[src/rtl/kw_stream_pkg.sv]
// Shared helpers for the kw_stream arbiter family: id width derivation and the default id type.
package kw_stream_pkg;

  // Bits needed to index n items, never less than one.
  function automatic int clog2_min1(input int n);
    int r;
    r = 0;
    for (int i = 0; i < 31; i++) begin
      if ((1 << i) < n) r = i + 1;
    end
    return (r < 1) ? 1 : r;
  endfunction

  localparam int KW_DEFAULT_N_REQ = 4;

  typedef logic [clog2_min1(KW_DEFAULT_N_REQ)-1:0] kw_id_t;

endpackage

[src/rtl/kw_rr_pick.sv]
// Combinational round-robin pick: first set request at or after ptr_i, wrapping modulo N.
// Zero latency; no backpressure (pure function of req_i and ptr_i).
module kw_rr_pick
  import kw_stream_pkg::*;
#(
  parameter  int N   = 4,
  localparam int IDW = clog2_min1(N)
) (
  input  logic [N-1:0]   req_i,
  input  logic [IDW-1:0] ptr_i,
  output logic [IDW-1:0] gnt_id_o,
  output logic           any_o
);

  logic [2*N-1:0] req_dbl;
  logic [2*N-1:0] mask;
  logic [2*N-1:0] cand;
  logic           found;

  // Doubling the request vector turns the wrap-around search into a plain
  // lowest-set-bit search over the window [ptr, ptr+N-1].
  assign req_dbl = {req_i, req_i};

  always_comb begin
    mask = '0;
    for (int i = 0; i < 2 * N; i++) begin
      mask[i] = (i >= int'(ptr_i));
    end
  end

  assign cand = req_dbl & mask;

  always_comb begin
    gnt_id_o = '0;
    found    = 1'b0;
    for (int i = 0; i < 2 * N; i++) begin
      if (cand[i] && !found) begin
        found    = 1'b1;
        gnt_id_o = IDW'((i >= N) ? (i - N) : i);
      end
    end
  end

  assign any_o = |req_i;

endmodule

[src/rtl/kw_stream_rr_arbiter.sv]
// N-way round-robin merge of ready/valid streams with optional packet lock; registered output, 1-cycle latency.
// Backpressure: o_valid && !o_ready holds the output stable and drives every i_ready low.
module kw_stream_rr_arbiter
  import kw_stream_pkg::*;
#(
  parameter  int N_REQ        = 4,
  parameter  int DATA_WIDTH   = 16,
  parameter  bit LOCK_PACKETS = 1'b1,
  localparam int ID_WIDTH     = clog2_min1(N_REQ)
) (
  input  logic                        clock,
  input  logic                        reset_n,
  input  logic [N_REQ-1:0]            i_valid,
  output logic [N_REQ-1:0]            i_ready,
  input  logic [N_REQ-1:0]            i_last,
  input  logic [N_REQ*DATA_WIDTH-1:0] i_data,
  output logic                        o_valid,
  input  logic                        o_ready,
  output logic [DATA_WIDTH-1:0]       o_data,
  output logic                        o_last,
  output logic [ID_WIDTH-1:0]         o_id
);

  logic [ID_WIDTH-1:0]   ptr_q, ptr_d;
  logic                  lock_q, lock_d;
  logic [ID_WIDTH-1:0]   lock_id_q, lock_id_d;
  logic                  o_valid_q, o_valid_d;
  logic [DATA_WIDTH-1:0] o_data_q, o_data_d;
  logic                  o_last_q, o_last_d;
  logic [ID_WIDTH-1:0]   o_id_q, o_id_d;

  logic [ID_WIDTH-1:0]   pick_id;
  logic                  pick_any;
  logic [ID_WIDTH-1:0]   gnt_id;
  logic                  any_cand;
  logic                  load_en;
  logic                  gnt_valid;
  logic                  gnt_last;
  logic [DATA_WIDTH-1:0] gnt_data;
  logic                  xfer;

  kw_rr_pick #(
    .N (N_REQ)
  ) u_pick (
    .req_i    (i_valid),
    .ptr_i    (ptr_q),
    .gnt_id_o (pick_id),
    .any_o    (pick_any)
  );

  assign load_en  = !o_valid_q || o_ready;
  assign gnt_id   = lock_q ? lock_id_q : pick_id;
  assign any_cand = lock_q || pick_any;

  always_comb begin
    gnt_valid = 1'b0;
    gnt_last  = 1'b0;
    gnt_data  = '0;
    for (int k = 0; k < N_REQ; k++) begin
      if (gnt_id == ID_WIDTH'(k)) begin
        gnt_valid = i_valid[k];
        gnt_last  = i_last[k];
        gnt_data  = i_data[k*DATA_WIDTH +: DATA_WIDTH];
      end
    end
  end

  // Gated by reset_n: during reset the picker still sees live valids and would otherwise offer a grant.
  always_comb begin
    i_ready = '0;
    if (reset_n && load_en && any_cand) begin
      for (int k = 0; k < N_REQ; k++) begin
        i_ready[k] = (gnt_id == ID_WIDTH'(k));
      end
    end
  end

  assign xfer = reset_n && load_en && any_cand && gnt_valid;

  always_comb begin
    o_valid_d = o_valid_q;
    o_data_d  = o_data_q;
    o_last_d  = o_last_q;
    o_id_d    = o_id_q;
    ptr_d     = ptr_q;
    lock_d    = lock_q;
    lock_id_d = lock_id_q;
    if (xfer) begin
      o_valid_d = 1'b1;
      o_data_d  = gnt_data;
      o_last_d  = gnt_last;
      o_id_d    = gnt_id;
      if (!LOCK_PACKETS || gnt_last) begin
        ptr_d = (gnt_id == ID_WIDTH'(N_REQ - 1)) ? '0 : gnt_id + 1'b1;
      end
      // A locked requester keeps the grant even with i_valid low; the output simply drains.
      if (LOCK_PACKETS) begin
        lock_d    = !gnt_last;
        lock_id_d = gnt_id;
      end
    end else if (load_en) begin
      o_valid_d = 1'b0;
    end
  end

  always_ff @(posedge clock or negedge reset_n) begin
    if (!reset_n) begin
      ptr_q     <= '0;
      lock_q    <= 1'b0;
      lock_id_q <= '0;
      o_valid_q <= 1'b0;
      o_data_q  <= '0;
      o_last_q  <= 1'b0;
      o_id_q    <= '0;
    end else begin
      ptr_q     <= ptr_d;
      lock_q    <= lock_d;
      lock_id_q <= lock_id_d;
      o_valid_q <= o_valid_d;
      o_data_q  <= o_data_d;
      o_last_q  <= o_last_d;
      o_id_q    <= o_id_d;
    end
  end

  assign o_valid = o_valid_q;
  assign o_data  = o_data_q;
  assign o_last  = o_last_q;
  assign o_id    = o_id_q;

  a_ready_onehot0 : assert property (@(posedge clock) disable iff (!reset_n)
    $onehot0(i_ready));

  a_hold_stable : assert property (@(posedge clock) disable iff (!reset_n)
    (o_valid && !o_ready) |=> (o_valid && $stable(o_data) && $stable(o_last) && $stable(o_id)));

  a_id_range : assert property (@(posedge clock) disable iff (!reset_n)
    (int'(o_id) < N_REQ));

endmodule

[config.mk]
export PLATFORM = sky130hd
export DESIGN_NAME = kw_stream_rr_arbiter
export DESIGN_NICKNAME = d
export VERILOG_FILES = /design/src/rtl/kw_stream_pkg.sv /design/src/rtl/kw_rr_pick.sv /design/src/rtl/kw_stream_rr_arbiter.sv
export SDC_FILE = /design/constraint.sdc
export NUM_CORES = 1
export LEC_CHECK = 0
export CAP_MARGIN = 20
export CORE_MARGIN = 2
export CORE_UTILIZATION = 37
export CTS_CLUSTER_SIZE = 30
export DETAILED_ROUTE_END_ITERATION = 12
export PLACE_DENSITY = 0.88
export SYNTH_ARGS = -nofsm -noshare
export SYNTH_HDL_FRONTEND = slang
export SYNTH_HIERARCHICAL = 1
export SYNTH_SLANG_ARGS = --single-unit
[constraint.sdc]
create_clock -name clock -period 3.6 [get_ports clock]
set_clock_uncertainty 0.05 [all_clocks]
set_input_delay 0.9 -clock clock [delete_from_list [all_inputs] [get_ports clock]]
set_output_delay 0.9 -clock clock [all_outputs]
set_load 0.01 [all_outputs]
Word level (Yosys, flattened, before mapping)
Index checks and enable logic that the tools add are counted.
- register bits: 23
- muxes and demuxes: 31
- add/subtract/negate cells: 1
- equality and inequality tests: 3
- reduce and logical (&&, ||, !) cells: 25
- order comparisons: 3
- bitwise operators: 1
- operators by type and width (kind ; number):
    2-to-1 mux 16 bit ; 4
    2-to-1 mux 1 bit ; 18
    2-to-1 mux 2 bit ; 8
    logical AND 1 bit ; 10
    zero test 1 bit ; 9
    AND 8 bit ; 1
    equality test 2 bit, second input constant ; 2
    greater-or-equal comparator 1 x 2 -> 1 bit, first input constant ; 2
    2-to-1 mux 4 bit ; 1
    OR reduction 4 bit ; 1
    adder 2 x 1 -> 2 bit, second input constant ; 1
    equality test 2 x 1 -> 1 bit, second input constant ; 1
    greater-or-equal comparator 2 bit, first input constant ; 1
    zero test 2 bit ; 1
    logical OR 1 bit ; 2
    AND reduction 2 bit ; 1
    nonzero test 2 bit ; 1

Logic depth before layout (Yosys ltp)
- word-level depth: 32
- depth in mapped cells: 14
- gate-level depth less buffers: 11

Hierarchy
Netlist, hierarchy kept.
- modules (own cells, without submodules) (module ; instances ; area an instance (um^2) ; cells an instance ; sequential area each (um^2)):
    kw_stream_rr_arbiter ; 1 ; 1477.7 ; 179 ; 575.6
    kw_rr_pick ; 1 ; 73.8 ; 12 ; 0.0

Worst setup path after synthesis
Ideal clock, no wire load.
- path kind: input -> output
- start: input i_valid[2]
- end: output i_ready[3]
- path slack: 286 ps
- buffers on the path: 2
- arrival: 2364 ps
- required time: 2650 ps
- stages on the path: 9
- path through: mux2i_1 -> nor2_1 -> a311oi_1 -> mux2i_1 -> inv_1 -> ha_1 -> buf_2 -> clkbuf_1 -> and2_1
- cells in the longest elaborated chain, start to end: 21
- elaborated cells between the ends (all ways): 29
- classes of those cells: eq/ne (1); mux (13); bitwise (1); reduce/logical (14)
- ends and longest elaborated chain (element ; RTL line ; RTL):
    start, declared ; kw_stream_rr_arbiter.sv:13 ; input logic [N_REQ-1:0] i_valid,
    AND 8 bit * ; kw_rr_pick.sv:31 ; assign cand = req_dbl & mask;
    logical AND 1 bit ; kw_rr_pick.sv:37 ; if (cand[i] && !found) begin
    2-to-1 mux 1 bit ; kw_rr_pick.sv:37 ;
    zero test 1 bit ; kw_rr_pick.sv:37 ;
    logical AND 1 bit ; kw_rr_pick.sv:37 ;
    2-to-1 mux 1 bit ; kw_rr_pick.sv:37 ;
    zero test 1 bit ; kw_rr_pick.sv:37 ;
    logical AND 1 bit ; kw_rr_pick.sv:37 ;
    [7 not listed] ; n/a ;
    zero test 1 bit ; kw_rr_pick.sv:37 ;
    logical AND 1 bit ; kw_rr_pick.sv:37 ;
    2-to-1 mux 2 bit * ; kw_rr_pick.sv:37 ;
    named net pick_id[0] ; kw_stream_rr_arbiter.sv:32 ; logic [ID_WIDTH-1:0] pick_id;
    2-to-1 mux 2 bit * ; kw_stream_rr_arbiter.sv:52 ; assign gnt_id = lock_q ? lock_id_q : pick_id;
    named net gnt_id[0] ; kw_stream_rr_arbiter.sv:34 ; logic [ID_WIDTH-1:0] gnt_id;
    equality test 2 bit * ; kw_stream_rr_arbiter.sv:73 ; i_ready[k] = (gnt_id == ID_WIDTH'(k));
    2-to-1 mux 4 bit * ; kw_stream_rr_arbiter.sv:71 ; if (reset_n && load_en && any_cand) begin
    end, declared ; kw_stream_rr_arbiter.sv:14 ; output logic [N_REQ-1:0] i_ready,
The timed path passes the listed nets; every way through them passes the cells marked *.

Worst setup path after layout
- start: input i_valid[0]
- end: output i_ready[3]
- cells in the longest elaborated chain, start to end: 26
- elaborated cells between the ends (all ways): 35
- classes of those cells: eq/ne (1); mux (16); bitwise (1); reduce/logical (17)
- ends and longest elaborated chain (element ; RTL line):
    AND 8 bit * ; kw_rr_pick.sv:31
    2-to-1 mux 1 bit ; kw_rr_pick.sv:37
    zero test 1 bit ; kw_rr_pick.sv:37
    logical AND 1 bit ; kw_rr_pick.sv:37
    2-to-1 mux 1 bit ; kw_rr_pick.sv:37
    zero test 1 bit ; kw_rr_pick.sv:37
    logical AND 1 bit ; kw_rr_pick.sv:37
    2-to-1 mux 1 bit ; kw_rr_pick.sv:37
    [12 not listed] ; n/a
    zero test 1 bit ; kw_rr_pick.sv:37
    logical AND 1 bit ; kw_rr_pick.sv:37
    2-to-1 mux 2 bit * ; kw_rr_pick.sv:37
    named net pick_id[0] ; kw_stream_rr_arbiter.sv:32
    2-to-1 mux 2 bit * ; kw_stream_rr_arbiter.sv:52
    named net gnt_id[0] ; kw_stream_rr_arbiter.sv:34
    equality test 2 bit * ; kw_stream_rr_arbiter.sv:73
    2-to-1 mux 4 bit * ; kw_stream_rr_arbiter.sv:71
Marks and branches as above.

==> results.toml <==
[worst_setup_path]
start_kind = "input pin"
worstPathRequired_ps = 2650
criticalPathCategory = "input pin to output pin"
end_kind = "output pin"
arrival_ps = 2560
cp_max_fo = 4

[worst_hold_path]
hold_class = "flop to flop"

[power_and_ir_drop]
p_per_area_mw_per_mm2 = 871.0
sequentialPowerShare = 0.206
power_frac_comb = 0.728
p_leak_nw = 1.119
cellInternalPower_mw = 1.341
p_clk_frac = 0.066
netSwitchingPower_mw = 1.039
switching_share = 0.4365
power.total_mw = 2.380
ir_worst_vdd_mv = 0.4694

[sta]
hold_violations = 0
period_share = 0.9740
fin_ws_ps = 93.75
period_needed_ps = 3506
maxSlewViolCount = 0
clock.fmax_mhz = 285.2
max-slew-margin-rel = 0.7484
setup-violations-final = 0
worst-slew-pin-transition_ps = 377.4

[die]
num_rows = 23
initial_core_util = 0.3851
die_area_mm2 = 0.004727
design.core.area_mm2 = 0.004029
ios = 99
die_w_um = 68.76
die_h_um = 68.76

[synth]
synthSimpleGateAreaFrac = 0.2153
synthAdderAreaFrac = 0.03226
synth_seq_area_share = 0.3710
synth_compound_area_frac = 0.2782
ys_seq_elements = 23
synth_area_leaders = "dfrtp_1 (37%), a21oi_1 (13%), a221oi_1 (8.5%), nor2b_1 (7.3%), nor3_1 (4.8%)"
yosysTopAreaCell = "dfrtp_1"
synth_xor_area_frac = 0
synth_mux_area_frac = 0.02903
synth_top_area_share = 0.3710
yosys_warnings = 6
synth.distinct_cells = 32
synth_cells = 191
synth_top_family_by_area = "compound AO/OA/AOI/OAI gates"
syn_avg_cell_area_um2 = 8.123
synth_area_mm2 = 0.001551
synth_nets = 270

[detailed_routing]
vias = 1792
wl_um = 5113
antenna_left = 0
firstDrtPassIters = 4
via_per_inst = 5.164
drc_errors = 0
wl_per_cell_um = 14.73
drt_iter0_markers = 93

[outcome]
status = "complete, no violations"

[global_route]
grt_pass1_wl_um = 7300
grt_pass1_vias = 1702
antenna_found_initial = 0
grt_usage = 0.2047
grt_overflow = 0
grt_start_max_net_pins = 38

[cells_and_area]
multi_input_area_um2 = 879.6
seqCellArea_um2 = 575.6
stdcell_count = 347
syn2layout_area_growth_pct = 76.13
layout_commonest_cell = "clkdlybuf4s50_1"
n_fill_cell = 334
antenna_cells = 0
final_cell_mix = "clkdlybuf4s50_1 (90), a21oi_1 (39), dfrtp_1 (23)"
stdcell_area_mm2 = 0.002733
nNetsFinal = 377
drive_gt1_frac = 0.1145

[cts]
cts_tree = "done"
h-tree-depth = 1
cts_root_buf = "clkbuf_8"
ctsHoldBuffers = 0
clk_pin_slew_ps = 90
clock_sinks = 23
ctsLongestPathBuffers = 2
insertion_delay_ps = 260
numCtsBuffers = 3

[placement]
dp_hpwl_um = 3740
portBuffers = 98
post_dp_cell_area_mm2 = 0.002649
gp_congestion = 0.9151
pre_cts_ws_ps = -463.4
dp.cells = 340

[job]
max_cap_violations = 0
==> power by group through the flow <==
stage | combinational, mW | clock, mW | sequential (mW)
4_1_cts | 1.72 | 0.163 | 0.486
3_3_place_gp | 1.64 | 0 | 0.483
3_5_place_dp | 1.70 | 0 | 0.487
5_1_grt | 1.91 | 0.172 | 0.505
6_report | 1.73 | 0.157 | 0.489
2_1_floorplan | 0.997 | 0 | 0.533
==> cell type report <==
type	count	share of cell area
clock buffers	3	0.01511
clock inverters	1	0.001832
inverters	9	0.01236
multi-input cells	142	0.3219
flip-flops and latches	23	0.2106
well taps	50	0.02289
repair buffers	119	0.4153
==> cell families after synthesis <==
group / after synthesis
mux: 4
fa+ha+maj: 4
flops: 23
simple gates: 66
buf+inv: 26
compound gates: 68
==> worst max-delay path, stage by stage <==
cell and delay (ps):
clkdlybuf4s15_1 220, buf_4 170, mux2i_1 130, nor2_1 80, a311oi_2 240, mux2i_2 160, inv_1 110, ha_2 180
and2_1 110, dlygate4sd2_1 260
==> sequential cells by signal, summed over array words and instances (netlist names) <==
name and count:
lock_q 1, lock_id_q 2, ptr_q 2, o_valid 1, o_last 1, o_data 16
==> per-stage QoR <==
step                      hold slack [ps]  utilization  setup TNS [ps]
after floorplan                     480.7            -               0
after global placement              426.8       0.6575           -3506
after detailed placement            429.4       0.6575           -6904
after CTS                           463.8       0.6730               0
after global routing                484.5       0.6783          -166.0
final                               460.3       0.6783               0
==> synth_stat cells (all sizes together) <==
| cell | count |
|---|---|
| a221oi | 15 |
| a311oi | 1 |
| mux2i | 3 |
| a21oi | 39 |
| a221o | 1 |
| a211oi | 1 |
| nand2b | 2 |
| o22ai | 1 |
| ha | 4 |
| buf | 9 |
| or4 | 1 |
| nand3 | 1 |
| nor2 | 19 |
| nor2b | 18 |
| o21a | 1 |
| o211a | 1 |
| dfrtp | 23 |
| a22oi | 2 |
| o21ai | 5 |
| inv | 9 |
| nand2 | 5 |
| nor3 | 15 |
| and3 | 1 |
| o2bb2a | 1 |
| mux2 | 1 |
| and2 | 4 |
| clkbuf | 8 |
==> per-layer routing <==
layer	GRT usage	up-vias	routed length [um]
li1	-	898	-
met5	0	-	0
met4	0.04902	0	54
met2	0.3774	82	2458
met1	0.2439	806	2175
met3	0.03896	6	424
==> worst paths after layout <==
path / endpoint / depth (start not counted) / slack [ps] / from
worst max-delay path: i_ready[3] / 10 / 90 / i_valid[0]
worst min register to register: o_last$_DFFE_PN0P_ / 1 / 460 / o_last$_DFFE_PN0P_
worst max register to register: ptr_q[1]$_DFFE_PN0P_ / 12 / 680 / ptr_q[1]$_DFFE_PN0P_
worst min-delay path: o_last$_DFFE_PN0P_ / 1 / 460 / o_last$_DFFE_PN0P_
max in group asynchronous: o_data[2]$_DFFE_PN0P_ / 2 / 2290 / reset_n
min in group asynchronous: o_valid$_DFFE_PN0P_ / 2 / 970 / reset_n
==> what timing repair did <==
item,in CTS,in global routing
setup buffers,2,1
setup endpoints to repair,8,9
endpoints found under the hold margin,0,0
pin swaps,0,1
gates resized for setup,11,5
(Power assumes the default switching activity.)
==> edit 1 (same settings) <==
Take the reset off `o_data_q` and load it in a clocked block of its own.
--- a/src/rtl/kw_stream_rr_arbiter.sv
+++ b/src/rtl/kw_stream_rr_arbiter.sv
@@ -110,5 +110,4 @@
       lock_id_q <= '0;
       o_valid_q <= 1'b0;
-      o_data_q  <= '0;
       o_last_q  <= 1'b0;
       o_id_q    <= '0;
@@ -118,8 +117,11 @@
       lock_id_q <= lock_id_d;
       o_valid_q <= o_valid_d;
-      o_data_q  <= o_data_d;
       o_last_q  <= o_last_d;
       o_id_q    <= o_id_d;
     end
+  end
+
+  always_ff @(posedge clock) begin
+    o_data_q <= o_data_d;
   end
 
Function: differs if reset_n is asserted again (counterexample within 4 cycles, from zero or initial values and one cycle with reset_n low); with reset_n held inactive, the same outputs for 10 cycles.
==> edit 1 against the unedited design <==
Synthesized cell count is 11% lower; clock power is 4% higher; wire length is 2.2% higher; synthesized area is 4.0% lower; die area is 3.7% lower; sequential cell count stayed put; worst setup slack worse by 33 ps; power is 10% lower; design area is 4.6% lower; largest power group unchanged; highest routed layer unchanged.
==> edit 1: results (changes against the unedited design) <==
Place
  – Hpwl dp: 4.02 mm (+7.5%)
  – RD Place Congestion: 0.849 (-7.2%)

Timing
  – Final hold slack: 494 ps (+34.2 ps)
  – Rel. slew slack: 75.4% (+0.59 points)

Detailed routing
  – DR WL/cell: 16.2 um (+10%)
  – Uppermost layer routed: met4
  – Initial drt markers: 107 (+15%)
  – Routed length on met2: 2.70 mm (+10%)
  – Met3 wire length: 269 um (-37%)
  – Metal1 wirelength: 2.16 mm (-0.92%)

Critical path
  – CP peak stage delay: 300 ps (+40 ps)
  – Worst Path Arrival: 2590 ps (+30 ps)
  – Crit Path Max Fanout: 3 (-1)
  – Critical path's slowest cell: mux2_4
  – Crit. Startpoint: i_valid[1]

Power and ir drop
  – Max VDD drop: 0.000406 V (-14%)
  – Leak pwr: 1.03 nW (-7.7%)

Logic synthesis
  – Ys flop type: edfxtp_1
  – Sequential-to-total area share from yosys stat: 44.0% (+6.9 points)
  – Post-Syn Nets: 249 (-7.8%)
  – Cell count after synthesis: 170 (-11%)
  – EDFF count, synth: 16 (+16)
  – Top cells by area, synth: edfxtp_1, dfrtp_1, a21oi_1
  – Synth top cells by count: a21oi_1, nand2_1, nor2_1, o21ai_0, edfxtp_1
  – Post-synth ARST share: 30.4% (-70 points)

GRT
  – First-pass GRT wire length: 7.58 mm (+3.9%)
  – Tot GR Track Use: 22.5% (+2.0 points)
  – Vias in the first global route: 1558 (-8.5%)
  – GR Util met3: 3.33% (-0.56 points)
  – M1 GR Usage: 28.6% (+4.2 points)
  – GR Layer Usage met2: 38.8% (+1.1 points)

Cells and area
  – Layout net count: 352 (-6.6%)
  – Share of cells above drive strength 1: 9.93% (-1.5 points)
  – FILL cells: 321 (-3.9%)

Clock network
  – Setup bufs post-CTS: 1 (-1)
  – Post-CTS Resized: 17 (+6)

Hold path
  – WHS Path Cells: 1 (unchanged)

Outcome
  – Run status: completed
[edit 1: logic make-up after synthesis]
kind of cell,Yosys count,share of synthesized area [%]
compound gates,66,26.9
simple gates,52,15.5
flops,23,44.0
buf+inv,21,7.05
mux,4,3.19
fa+ha+maj,4,3.36
[edit 1: per-stage QoR]
step	instances	total power, mW	cell area (um2)	util [%]	setup WS [ps]
after floorplan	170	1.38	1490	-	158
after global placement	317	1.88	2550	64.6	-422
after detailed placement	317	1.94	2550	64.6	-522
after CTS	322	2.14	2610	66.3	-4.64
after global routing	322	2.29	2610	66.1	1.35
final	322	2.14	2610	66.1	60.3
[edit 1: where the power goes]
group | leakage, nW | total (mW) | switching, mW | internal, mW
clock network | 0.0228 | 0.163 | 0.0844 | 0.0790
logic | 0.777 | 1.42 | 0.754 | 0.664
registers | 0.233 | 0.556 | 0.0649 | 0.491
[edit 1: cell type report]
type	instances	share of cell area, %
clock buffer	4	1.73
inverter	8	1.15
multi-input combinational	126	28.6
sequential	23	25.1
tap	50	2.40
timing repair buffer	111	41.0
==> edit 2 (same settings) <==
Made on the original files. `N_REQ`: 4 -> 6.
--- a/src/rtl/kw_stream_rr_arbiter.sv
+++ b/src/rtl/kw_stream_rr_arbiter.sv
@@ -4,5 +4,5 @@
   import kw_stream_pkg::*;
 #(
-  parameter  int N_REQ        = 4,
+  parameter  int N_REQ        = 6,
   parameter  int DATA_WIDTH   = 16,
   parameter  bit LOCK_PACKETS = 1'b1,
Interface: changed (5 resized); port bits go from 99 to 138. No check against the original RTL was run, so the function may have changed too.
==> edit 2 against the unedited design <==
The flow now finishes with violations (negative setup slack); wire length rose by 96%; worst setup slack worse by 160 ps; sequential cell count is 2 higher; maximum frequency fell by 4.3%; power is 61% higher; sequential power grew 18%; synthesized cell count is 43% higher; synthesized area is 55% higher; count of clock-buffer cells in the layout up 1; design area up 64%; first-iteration DRC count rose by 150%.
==> edit 2: results (changes against the unedited design) <==
Cells and area
  – Final std cells w/o fill: 527 (+52%)
  – Signal buffers: 188 (+58%)
  – Layout net count: 563 (+49%)
  – Multi-input logic cell count: 227 (+60%)
  – Signal buffers share of area: 41.0% (-0.56 points)
  – Clock-cell share of area: 1.01% (-0.69 points)
  – Inverters: 6 (-3)
  – Area used by multi-input combinational logic: 1850 um2 (+110%)

Critical path
  – RR Startpoint: ptr_q[0]
  – Worst Path Arrival: 3770 ps (+1210 ps)
  – FF-to-FF End: o_data[15]
  – Flop-to-flop setup slack: 170 ps (-510 ps)

GRT
  – Vias in the first global route: 3181 (+87%)

Timing
  – Setup ws final: -63.0 ps (-157 ps)
  – Setup Viol. Count Final: 15 (+15)
  – Final hold slack: 475 ps (+14.4 ps)
  – Setup TNS: -690 ps (-690 ps)
  – Worst-Margin Slew: 681 ps (+304 ps)

Detailed routing
  – Via density: 5.80 (+12%)
  – Metal1 wirelength: 3.69 mm (+70%)
  – Drt first pass iters: 5 (+1)
  – Met3 wire length: 699 um (+65%)
  – Routed WL: 10.0 mm (+96%)
  – Initial drt markers: 232 (+150%)
  – Routed length on met2: 5.32 mm (+120%)

Place
  – Placed Cells: 511 (+50%)
  – Hpwl dp: 7.08 mm (+89%)
  – I/O Buffers: 137 (+40%)

Power and ir drop
  – Max VDD drop: 0.000468 V (-0.39%)
  – Leak pwr: 1.91 nW (+70%)

Hold path
  – Min-delay src: o_data[0]
  – Worst hold endpoint: o_data[0]

Outcome
  – Run status: complete, but fails checks
  – Failing checks: negative setup slack

Logic synthesis
  – Post-synth cell types: 50 (+56%)
  – Avg Inst Size Synth: 8.76 um2 (+7.9%)
[edit 2: critical path: stages]
cell and delay [ps]:
buf_6 90, buf_4 140, nor2b_4 130, o21ai_1 210, o211ai_1 130, nor2_1 180, buf_4 170, mux2_2 190
inv_1 90, ha_4 190, buf_12 150, a221o_1 380, o21ai_4 250, buf_6 140, buf_16 120, mux2_4 300
[edit 2: power by group]
group | total, mW | internal, mW | switching, mW
Combinational | 3.10 | 1.72 | 1.39
Clock | 0.165 | 0.0790 | 0.0856
Sequential | 0.577 | 0.415 | 0.162
Total | 3.84 | 2.21 | 1.63
[edit 2: worst max-delay path by stage]
stage	cells after the start	end	slack (ps)	from
6_report	16	o_data[15]	-60	i_valid[0]
5_1_grt	16	o_data[15]	-110	i_valid[0]
4_1_cts	12	i_ready[3]	2	i_valid[2]
3_5_place_dp	9	i_ready[2]	-910	i_valid[0]
3_3_place_gp	9	i_ready[2]	-840	i_valid[0]
2_1_floorplan	12	i_ready[3]	-160	i_valid[0]
[edit 2: kinds of logic after synthesis]
group	Yosys count	synth area share, %
fa+ha+maj	1	0.521
mux	45	24.0
buf+inv	22	4.38
compound gates	71	23.2
simple gates	110	21.8
flops	25	26.1
[edit 2: layer usage]
metal	vias to the layer above	global-route usage, %
met2	192	50.0
li1	1381	-
met5	-	0
met4	0	10.1
met3	32	5.11
met1	1451	29.9
[edit 2: stage by stage]
step | util, % | instance area (um2)
floorplan | - | 2480
global placement | 65.7 | 4150
detailed placement | 65.7 | 4150
CTS | 69.9 | 4410
global route | 70.9 | 4480
finish | 70.9 | 4480
[edit 2: timing repair]
action / 4_1_cts / 5_1_grt
gates cloned: 2 / 0
buffers inserted: 8 / 2
resized for setup: 72 / 19
hold endpoints to repair: 0 / 0
setup endpoints to repair: 31 / 30
pin swaps: 17 / 13
